## src/rtl/mem_access_ctrl_if.sv

```systemverilog
// rtl/mem_access_ctrl_if.sv - EX/MEM memory-request bundle between execute stage and memory-stage controller
interface mem_access_ctrl_if #(
    parameter int ADDR_W  = 17,
    parameter int ALUOP_W = 8
);
    logic               req;
    logic [ALUOP_W-1:0] aluop;
    logic [ADDR_W-1:0]  addr;
    logic [31:0]        wdata_mem;
    logic [4:0]         wd;
    logic               wreg;
    logic [31:0]        wdata;

    modport master (output req, aluop, addr, wdata_mem, wd, wreg, wdata);
    modport slave  (input  req, aluop, addr, wdata_mem, wd, wreg, wdata);
endinterface

```

## src/rtl/mem_access_ctrl.sv

```systemverilog
// rtl/mem_access_ctrl.sv - byte-serial load/store controller (optional MEM_MISALIGN_CHK_EN alignment check)
module mem_access_ctrl #(
    parameter int ADDR_W  = 17,
    parameter int ALUOP_W = 8
) (
    input  logic              clk,
    input  logic              rst,
    mem_access_ctrl_if.slave  req_if,
    input  logic [7:0]        ram_din_i,
    output logic [ADDR_W-1:0] ram_addr_o,
    output logic [7:0]        ram_dout_o,
    output logic              ram_wr_o,
    output logic              stall_req_o,
    output logic [4:0]        wd_o,
    output logic              wreg_o,
    output logic [31:0]       wdata_o
`ifdef MEM_MISALIGN_CHK_EN
    ,
    output logic              misalign_o
`endif
);

    localparam logic [ALUOP_W-1:0] OP_LB  = ALUOP_W'(8'b1110_0000);
    localparam logic [ALUOP_W-1:0] OP_LH  = ALUOP_W'(8'b1110_0001);
    localparam logic [ALUOP_W-1:0] OP_LW  = ALUOP_W'(8'b1110_0011);
    localparam logic [ALUOP_W-1:0] OP_LBU = ALUOP_W'(8'b1110_0100);
    localparam logic [ALUOP_W-1:0] OP_LHU = ALUOP_W'(8'b1110_0101);
    localparam logic [ALUOP_W-1:0] OP_SB  = ALUOP_W'(8'b1110_1000);
    localparam logic [ALUOP_W-1:0] OP_SH  = ALUOP_W'(8'b1110_1001);
    localparam logic [ALUOP_W-1:0] OP_SW  = ALUOP_W'(8'b1110_1011);

    typedef enum logic [1:0] {S_IDLE, S_ACCESS, S_LAST, S_DONE} state_t;

    function automatic logic is_load(input logic [ALUOP_W-1:0] op);
        return (op == OP_LB) || (op == OP_LH) || (op == OP_LW) ||
               (op == OP_LBU) || (op == OP_LHU);
    endfunction

    function automatic logic is_store(input logic [ALUOP_W-1:0] op);
        return (op == OP_SB) || (op == OP_SH) || (op == OP_SW);
    endfunction

    function automatic logic [2:0] byte_cnt(input logic [ALUOP_W-1:0] op);
        if ((op == OP_LW) || (op == OP_SW))
            return 3'd4;
        else if ((op == OP_LH) || (op == OP_LHU) || (op == OP_SH))
            return 3'd2;
        else
            return 3'd1;
    endfunction

    function automatic logic [31:0] load_ext(input logic [ALUOP_W-1:0] op, input logic [31:0] b);
        if (op == OP_LB)
            return {{24{b[7]}}, b[7:0]};
        else if (op == OP_LBU)
            return {24'd0, b[7:0]};
        else if (op == OP_LH)
            return {{16{b[15]}}, b[15:0]};
        else if (op == OP_LHU)
            return {16'd0, b[15:0]};
        else
            return b;
    endfunction

`ifdef MEM_MISALIGN_CHK_EN
    function automatic logic misaligned(input logic [ALUOP_W-1:0] op, input logic [1:0] a);
        if ((op == OP_LW) || (op == OP_SW))
            return a != 2'd0;
        else if ((op == OP_LH) || (op == OP_LHU) || (op == OP_SH))
            return a[0];
        else
            return 1'b0;
    endfunction
`endif

    state_t             state_q, state_d;
    logic [2:0]         k_q, k_d;
    logic [ALUOP_W-1:0] aluop_q, aluop_d;
    logic [ADDR_W-1:0]  addr_q, addr_d;
    logic [31:0]        sdata_q, sdata_d;
    logic [4:0]         wd_q, wd_d;
    logic               wreg_q, wreg_d;
    logic [31:0]        buf_q, buf_d;
`ifdef MEM_MISALIGN_CHK_EN
    logic               mis_q, mis_d;
`endif

    // Raw outputs before reset gating
    logic [ADDR_W-1:0]  ram_addr_c;
    logic [7:0]         ram_dout_c;
    logic               ram_wr_c;
    logic               stall_c;
    logic [4:0]         wd_c;
    logic               wreg_c;
    logic [31:0]        wdata_c;
    logic               misalign_c;

    logic               req_valid;
    logic [2:0]         n_q;
    logic [1:0]         bidx;

    // Aluops outside the load/store set never start an access
    assign req_valid = req_if.req && (is_load(req_if.aluop) || is_store(req_if.aluop));
    assign n_q       = byte_cnt(aluop_q);
    // Read data lags the address by one cycle, so it belongs to the previous byte slot
    assign bidx      = k_q[1:0] - 2'd1;

    // State and latched request registers
    always_ff @(posedge clk or negedge rst) begin
        if (!rst) begin
            state_q <= S_IDLE;
            k_q     <= '0;
            aluop_q <= '0;
            addr_q  <= '0;
            sdata_q <= '0;
            wd_q    <= '0;
            wreg_q  <= 1'b0;
            buf_q   <= '0;
`ifdef MEM_MISALIGN_CHK_EN
            mis_q   <= 1'b0;
`endif
        end else begin
            state_q <= state_d;
            k_q     <= k_d;
            aluop_q <= aluop_d;
            addr_q  <= addr_d;
            sdata_q <= sdata_d;
            wd_q    <= wd_d;
            wreg_q  <= wreg_d;
            buf_q   <= buf_d;
`ifdef MEM_MISALIGN_CHK_EN
            mis_q   <= mis_d;
`endif
        end
    end

    // Next-state, byte sequencing and output decode
    always_comb begin
        state_d    = state_q;
        k_d        = k_q;
        aluop_d    = aluop_q;
        addr_d     = addr_q;
        sdata_d    = sdata_q;
        wd_d       = wd_q;
        wreg_d     = wreg_q;
        buf_d      = buf_q;
`ifdef MEM_MISALIGN_CHK_EN
        mis_d      = mis_q;
`endif
        ram_addr_c = '0;
        ram_dout_c = '0;
        ram_wr_c   = 1'b0;
        stall_c    = 1'b0;
        wd_c       = '0;
        wreg_c     = 1'b0;
        wdata_c    = '0;
        misalign_c = 1'b0;

        case (state_q)
            S_IDLE: begin
                if (req_valid) begin
                    stall_c = 1'b1;
                    aluop_d = req_if.aluop;
                    addr_d  = req_if.addr;
                    sdata_d = req_if.wdata_mem;
                    wd_d    = req_if.wd;
                    wreg_d  = req_if.wreg;
                    buf_d   = '0;
                    k_d     = '0;
                    state_d = S_ACCESS;
`ifdef MEM_MISALIGN_CHK_EN
                    mis_d = misaligned(req_if.aluop, req_if.addr[1:0]);
                    if (mis_d)
                        state_d = S_DONE;
`endif
                end else begin
                    wd_c    = req_if.wd;
                    wreg_c  = req_if.wreg;
                    wdata_c = req_if.wdata;
                end
            end
            S_ACCESS: begin
                stall_c    = 1'b1;
                ram_addr_c = addr_q + ADDR_W'(k_q);
                if (is_store(aluop_q)) begin
                    ram_wr_c   = 1'b1;
                    ram_dout_c = sdata_q[{k_q[1:0], 3'b000} +: 8];
                end else if (k_q != 3'd0) begin
                    buf_d[{bidx, 3'b000} +: 8] = ram_din_i;
                end
                k_d = k_q + 3'd1;
                if (k_q == n_q - 3'd1)
                    state_d = is_store(aluop_q) ? S_DONE : S_LAST;
            end
            S_LAST: begin
                stall_c = 1'b1;
                buf_d[{bidx, 3'b000} +: 8] = ram_din_i;
                state_d = S_DONE;
            end
            S_DONE: begin
                wd_c = wd_q;
                if (is_load(aluop_q)) begin
                    wreg_c  = wreg_q;
                    wdata_c = load_ext(aluop_q, buf_q);
                end
`ifdef MEM_MISALIGN_CHK_EN
                if (mis_q) begin
                    wreg_c     = 1'b0;
                    wdata_c    = '0;
                    misalign_c = 1'b1;
                end
`endif
                state_d = S_IDLE;
            end
            default: state_d = S_IDLE;
        endcase
    end

    // Reset forces every output low at once, including the combinational passthrough
    assign ram_addr_o  = rst ? ram_addr_c : '0;
    assign ram_dout_o  = rst ? ram_dout_c : '0;
    assign ram_wr_o    = rst & ram_wr_c;
    assign stall_req_o = rst & stall_c;
    assign wd_o        = rst ? wd_c : '0;
    assign wreg_o      = rst & wreg_c;
    assign wdata_o     = rst ? wdata_c : '0;
`ifdef MEM_MISALIGN_CHK_EN
    assign misalign_o  = rst & misalign_c;
`else
    logic unused_misalign;
    assign unused_misalign = misalign_c;
`endif

endmodule

```

## src/flat_wrapper.sv

```systemverilog
// flat-port wrapper written by rule: the top's interface ports become plain ports
module mem_access_ctrl_flat 
#(
    parameter int ADDR_W  = 17,
    parameter int ALUOP_W = 8
)
  (clk, rst, ram_din_i, ram_addr_o, ram_dout_o, ram_wr_o, stall_req_o, wd_o, wreg_o, wdata_o, req_if_req, req_if_aluop, req_if_addr, req_if_wdata_mem, req_if_wd, req_if_wreg, req_if_wdata);
  mem_access_ctrl_if #(.ADDR_W(ADDR_W), .ALUOP_W(ALUOP_W)) req_if_i ();
  input  logic clk;
  input  logic rst;
  input  logic [7:0] ram_din_i;
  output logic [ADDR_W-1:0] ram_addr_o;
  output logic [7:0] ram_dout_o;
  output logic ram_wr_o;
  output logic stall_req_o;
  output logic [4:0] wd_o;
  output logic wreg_o;
  output logic [31:0] wdata_o;
  input wire logic [$bits(req_if_i.req)-1:0] req_if_req;
  input wire logic [$bits(req_if_i.aluop)-1:0] req_if_aluop;
  input wire logic [$bits(req_if_i.addr)-1:0] req_if_addr;
  input wire logic [$bits(req_if_i.wdata_mem)-1:0] req_if_wdata_mem;
  input wire logic [$bits(req_if_i.wd)-1:0] req_if_wd;
  input wire logic [$bits(req_if_i.wreg)-1:0] req_if_wreg;
  input wire logic [$bits(req_if_i.wdata)-1:0] req_if_wdata;
  assign req_if_i.req = req_if_req;
  assign req_if_i.aluop = req_if_aluop;
  assign req_if_i.addr = req_if_addr;
  assign req_if_i.wdata_mem = req_if_wdata_mem;
  assign req_if_i.wd = req_if_wd;
  assign req_if_i.wreg = req_if_wreg;
  assign req_if_i.wdata = req_if_wdata;
  mem_access_ctrl #(.ADDR_W(ADDR_W), .ALUOP_W(ALUOP_W)) u_core (.clk(clk), .rst(rst), .req_if(req_if_i), .ram_din_i(ram_din_i), .ram_addr_o(ram_addr_o), .ram_dout_o(ram_dout_o), .ram_wr_o(ram_wr_o), .stall_req_o(stall_req_o), .wd_o(wd_o), .wreg_o(wreg_o), .wdata_o(wdata_o));
endmodule
```

## config.mk

```make
export PLATFORM = sky130hd
export DESIGN_NAME = mem_access_ctrl_flat
export DESIGN_NICKNAME = d
export VERILOG_FILES = /design/src/rtl/mem_access_ctrl_if.sv /design/src/rtl/mem_access_ctrl.sv /design/src/flat_wrapper.sv
export SDC_FILE = /design/constraint.sdc
export NUM_CORES = 1
export LEC_CHECK = 0
export BUFFER_PORTS_ARGS = -buffer_cell sky130_fd_sc_hd__clkbuf_2
export CORE_ASPECT_RATIO = 1.25
export CORE_MARGIN = 5
export CORE_UTILIZATION = 41
export CTS_BUF_LIST = sky130_fd_sc_hd__clkbuf_8
export DETAILED_ROUTE_END_ITERATION = 7
export PLACE_DENSITY_LB_ADDON = 0.1
export SYNTH_ARGS = -nofsm -noshare
export SYNTH_HDL_FRONTEND = slang
export SYNTH_SLANG_ARGS = --single-unit
```

## constraint.sdc

```tcl
create_clock -name clk -period 2.6 [get_ports clk]
set_input_delay 0.26 -clock clk [delete_from_list [all_inputs] [get_ports clk]]
set_output_delay 0.26 -clock clk [all_outputs]
set_load 0.05 [all_outputs]
```

# Word level (Yosys, flattened, before mapping)

Index checks and enable logic that the tools add are counted.

Add/subtract/negate cells: 5
Equality and inequality tests: 24
Shift operators: 3
Mux-type cells: 36
Bitwise gates (word level): 3
Reduce and logical (&&, ||, !) cells: 26

Operator list:

| kind                                                 | number |
|---|---|
| two-way mux 32 bit                                   | 10 |
| == test 8 bit, second input constant                 | 16 |
| case mux 32 bit (3 select lines)                     | 1 |
| case mux 32 bit (2 select lines)                     | 1 |
| two-way mux 17 bit                                   | 2 |
| bitwise mux 32 bit                                   | 1 |
| variable shift 8 x 7 -> 32 bit, first input constant | 1 |
| indexed part select 32 x 6 -> 8 bit                  | 1 |
| indexed part select 8 x 7 -> 32 bit                  | 1 |
| two-way mux 8 bit                                    | 3 |
| adder 17 x 3 -> 17 bit                               | 1 |
| logical OR 1 bit                                     | 16 |
| two-way mux 5 bit                                    | 2 |
| case mux 5 bit (2 select lines)                      | 1 |
| case mux 2 bit (4 select lines)                      | 1 |
| negation 5 -> 7 bit                                  | 1 |
| two-way mux 1 bit                                    | 6 |
| two-way mux 2 bit                                    | 3 |
| two-way mux 3 bit                                    | 2 |
| != test 2 x 1 -> 1 bit, second input constant        | 3 |
| case mux 3 bit (2 select lines)                      | 1 |
| AND reduction 2 bit                                  | 3 |
| nonzero test 3 bit                                   | 2 |
| == test 2 bit, second input constant                 | 2 |
| 13 further kinds                                     | 16 |

Register bits after elaboration: 100
Bits of input ports: 106
Output and inout port bits: 65
Word-level logic and storage cells: 105

# Depth between registers and ports, before layout

Depth in word-level cells: 10
Mapped depth: 9

# Worst setup path before layout

Ideal clock, no wire load.

Path kind: register to output
Start: reg u_core.k_q[1]
End: out ram_addr_o[10]
Data arrival time: 2.762 ns
Data required time: 2.340 ns
Setup slack: -0.422 ns
Cell stages (with the launch flop): 8
Path buffers: 1
Path through: dfrtp_1 -> buf_1 -> inv_1 -> fa_1 -> nor2b_1 -> o21ai_1 -> or3_1 -> a21oi_1

Longest elaborated chain between the ends: 3

RTL lines:

| element                | line                   | text |
|---|---|---|
| start, declared        | mem_access_ctrl.sv:77  | `logic [2:0] k_q, k_d;` |
| start signal, assigned | mem_access_ctrl.sv:124 | `k_q <= k_d;` |
| adder 17 x 3 -> 17 bit | mem_access_ctrl.sv:184 | `ram_addr_c = addr_q + ADDR_W'(k_q);` |
| two-way mux 17 bit     | mem_access_ctrl.sv:159 | `case (state_q)` |
| two-way mux 17 bit     | mem_access_ctrl.sv:220 | `assign ram_addr_o = rst ? ram_addr_c : '0;` |
| end, declared          | flat_wrapper.sv:12     | `output logic [ADDR_W-1:0] ram_addr_o;` |

No other way between the ends.

# Final worst setup path

Start: reg u_core.k_q[0]
End: out ram_addr_o[4]

Same word-level chain as after synthesis.

==> metrics <==
Syn Area/Cell=about 11 µm²; Yosys top cell area share=around 44%; RSZ-0062 raised after global routing=yes; I/O pin total=roughly 170; initial antenna violation count=0; worst path cell trace=ha_2 -> inv_1 -> fa_2 -> nor2b_4 -> buf_4 -> buf_4 -> o21ai_0 -> xor2_1 -> nor2_2 -> buf_12; final period utilization=between 90% and 100%; Slew HR=63.1%; worst vdd ir=approximately 0.37 mV; CP peak stage delay=roughly 370 ps; first drt pass iteration count=5; layout cells sized above 1=between 40 and 50%; drc violations=0; clock skew=about 9.4 ps; Worst Path Required=roughly 2300 ps; Detail Placement HPWL=~12000 µm; status=finished, final reports clean; RR Startpoint=u_core.k_q[0]; DIE WIDTH=115 µm; routed vias=4739; n_diodes=0; largest cells by area after synthesis=dfrtp_1 44%, mux2_2 12%, mux2i_1 4.6%; post-synthesis sequential element count=100; Total Power=roughly 6.5 mW; EDFF count, synth=0; flop-to-flop setup slack=230 ps; DR iter-0 viols=226; final hold slack=about 130 ps; Detailed Route WL=between 15000 and 20000 µm; final worst slack=111 ps; vias in the first global route=4895; Hold Path Class=in -> reg; worst path bufs/invs=4; antenna-violating nets left=0; GRT overflow=0; cell family with most CP delay=adder cells; H-tree levels=3; CTS max path bufs=2; register area share after synthesis=between 40 and 50%; Max Cap Viol=0; Setup CP Type=reg -> out; cell mode on critical path=buf_4; Tmin final=roughly 2500 ps; final non-filler cell total=~900; DR WL/cell=between 15 and 20 µm; unique cell type count in the Yosys netlist=between 50 and 60; core footprint=roughly 14000 µm²; Setup crit start kind=flop; Synth-to-Final Area Change=34.7%; first-pass GRT wire length=around 25000 µm; Hold Path Origin=req_if_addr[3]; pre-CTS setup slack=between 150 and 200 ps; gp weighted congestion=between 0.8 and 0.9; Pwr Density=847 nW/µm²; CTS Sinks=100; Die ar.=around 16000 µm²; Mapped Cells=around 540; largest area contributor in the netlist=dfrtp_1; gr usage total=a little under a fifth; Ys Warns=0; critical path's slowest cell=dfrtp_1; CP arrival=roughly 2200 ps; # rows=48; Initial Util=about two fifths; Mapped Nets=656; later-pin clock latency in the skew report=between 300 and 400 ps; Final nets=838; Top FF cell, synth=dfrtp_1; die height=roughly 140 µm; Port Buffers=170; ys async rst share=100%; clock slew at the register clock pins of the worst setup and hold paths=around 100 ps; Worst Setup End Kind=output pin; max-slew violations=0; Leakage=3.51 nW; DR vias/cell=5.27; setup violators final=0; CP startpoint=u_core.k_q[0]; CTS Buf Count=9; largest net degree at the start of global routing=55; worst slew pin tran=roughly 550 ps; Root Driver=clkbuf_8; Synth Cell Area=between 5000 and 6000 µm²; Worst Path Max Fanout=2; CTS tree=done; final hold violation count=0; # placed instances=between 800 and 900; FMAX=~400 MHz
power breakdown:
part / internal [mW] / switching, mW
logic: 1.36 / 1.77
clock network: 0.576 / 0.559
registers: 1.91 / 0.283
total: 3.85 / 2.61
registers in the layout (all words and copies together), names as in the netlist:
register        cells
u_core.addr_q      17
u_core.aluop_q      8
u_core.buf_q       32
u_core.k_q          3
u_core.sdata_q     32
u_core.state_q      2
u_core.wd_q         5
u_core.wreg_q       1
per-stage QoR:
stage	util (%)	cell area (µm²)	setup TNS [ps]
global placement	52.5	7180	0
CTS	54.6	7480	0
finish	55.7	7620	0
global route	55.7	7620	-444
detailed placement	52.5	7180	0
floorplan	-	5690	-295
cell families (layout without fill, tap and decap cells):
kind of cell | count (synthesis) | in the layout | synth area share, %
AO/OA/AOI/OAI | 103 | 103 | 12.1
XOR/XNOR | 12 | 12 | 1.86
adder cells (fa/ha/maj) | 13 | 13 | 3.01
buffers and inverters | 65 | 252 | 4.76
flip-flops | 100 | 100 | 44.2
multiplexers | 94 | 94 | 19.7
AND/OR/NAND/NOR | 150 | 150 | 14.3
worst reg2reg max path: stages, from the launching register on:
cell and delay (ps):
dfrtp_1 370, buf_4 280, inv_1 170, ha_1 260
a311o_2 490, nor3_4 480, mux2i_1 260
layer usage:
metal | share of wire (%) | global-route usage (%) | wire, µm | vias up
met1 | 40 | 23.2 | 6120 | 2334
met2 | 54 | 34.2 | 8250 | 131
li1 | - | - | - | 2265
met4 | 0.90 | 4.39 | 138 | 0
met5 | 0 | 0 | 0 | -
met3 | 5.6 | 3.67 | 855 | 9
synth_stat cells (all sizes together), types with 3 or more instances:
| cell | count |
|---|---|
| a21oi | 33 |
| a22o | 6 |
| a22oi | 15 |
| and3 | 14 |
| buf | 12 |
| clkbuf | 16 |
| dfrtp | 100 |
| ha | 12 |
| inv | 37 |
| mux2 | 60 |
| mux2i | 26 |
| mux4 | 8 |
| nand2 | 49 |
| nand2b | 9 |
| nand3 | 6 |
| nor2 | 34 |
| nor2b | 8 |
| nor3 | 11 |
| nor3b | 3 |
| o21ai | 18 |
| o2bb2ai | 16 |
| or3 | 5 |
| xnor2 | 9 |
| xor2 | 3 |
repair_timing:
item                                   in CTS  in global routing
pin swaps                                   0                  5
setup endpoints to repair                  22                 26
gates cloned                                0                  1
setup buffers                               1                  3
gates resized for setup                    13                 37
endpoints found under the hold margin      23                  0
hold buffers                                1                  0
layout make-up:
type | count | area [µm²]
Fill cell | 1243 | 6070
Multi-Input combinational cell | 372 | 3020
Sequential cell | 100 | 2500
Timing Repair Buffer | 199 | 1510
Tap cell | 175 | 219
Inverter | 37 | 139
Clock buffer | 10 | 138
Clock inverter | 6 | 92.6
final timing paths:
kind | endpoint | depth (start not counted)
min | u_core.addr_q[3] | 2
min in group asynchronous | u_core.addr_q[12] | 2
max in group asynchronous | u_core.buf_q[17] | 4
max reg2reg | u_core.buf_q[28] | 6
min reg2reg | u_core.aluop_q[7] | 1
max | ram_addr_o[4] | 10
cell usage in the layout, fill, tap and decap left out, drive strengths merged, types with 2 or more instances in the layout:
cell / count
a211oi: 2
a21oi: 33
a22o: 6
a22oi: 15
a31oi: 2
and3: 14
buf: 58
bufinv: 2
clkbuf: 150
clkinvlp: 2
dfrtp: 100
ha: 12
inv: 39
mux2: 60
mux2i: 26
mux4: 8
nand2: 49
nand2b: 9
nand3: 6
nand3b: 2
nand4: 2
nor2: 34
nor2b: 8
nor3: 11
nor3b: 3
nor4b: 2
o21a: 2
o21ai: 18
o2bb2ai: 16
o31ai: 2
or3: 5
xnor2: 9
xor2: 3
Note: power is estimated with default switching activity, not from simulation.
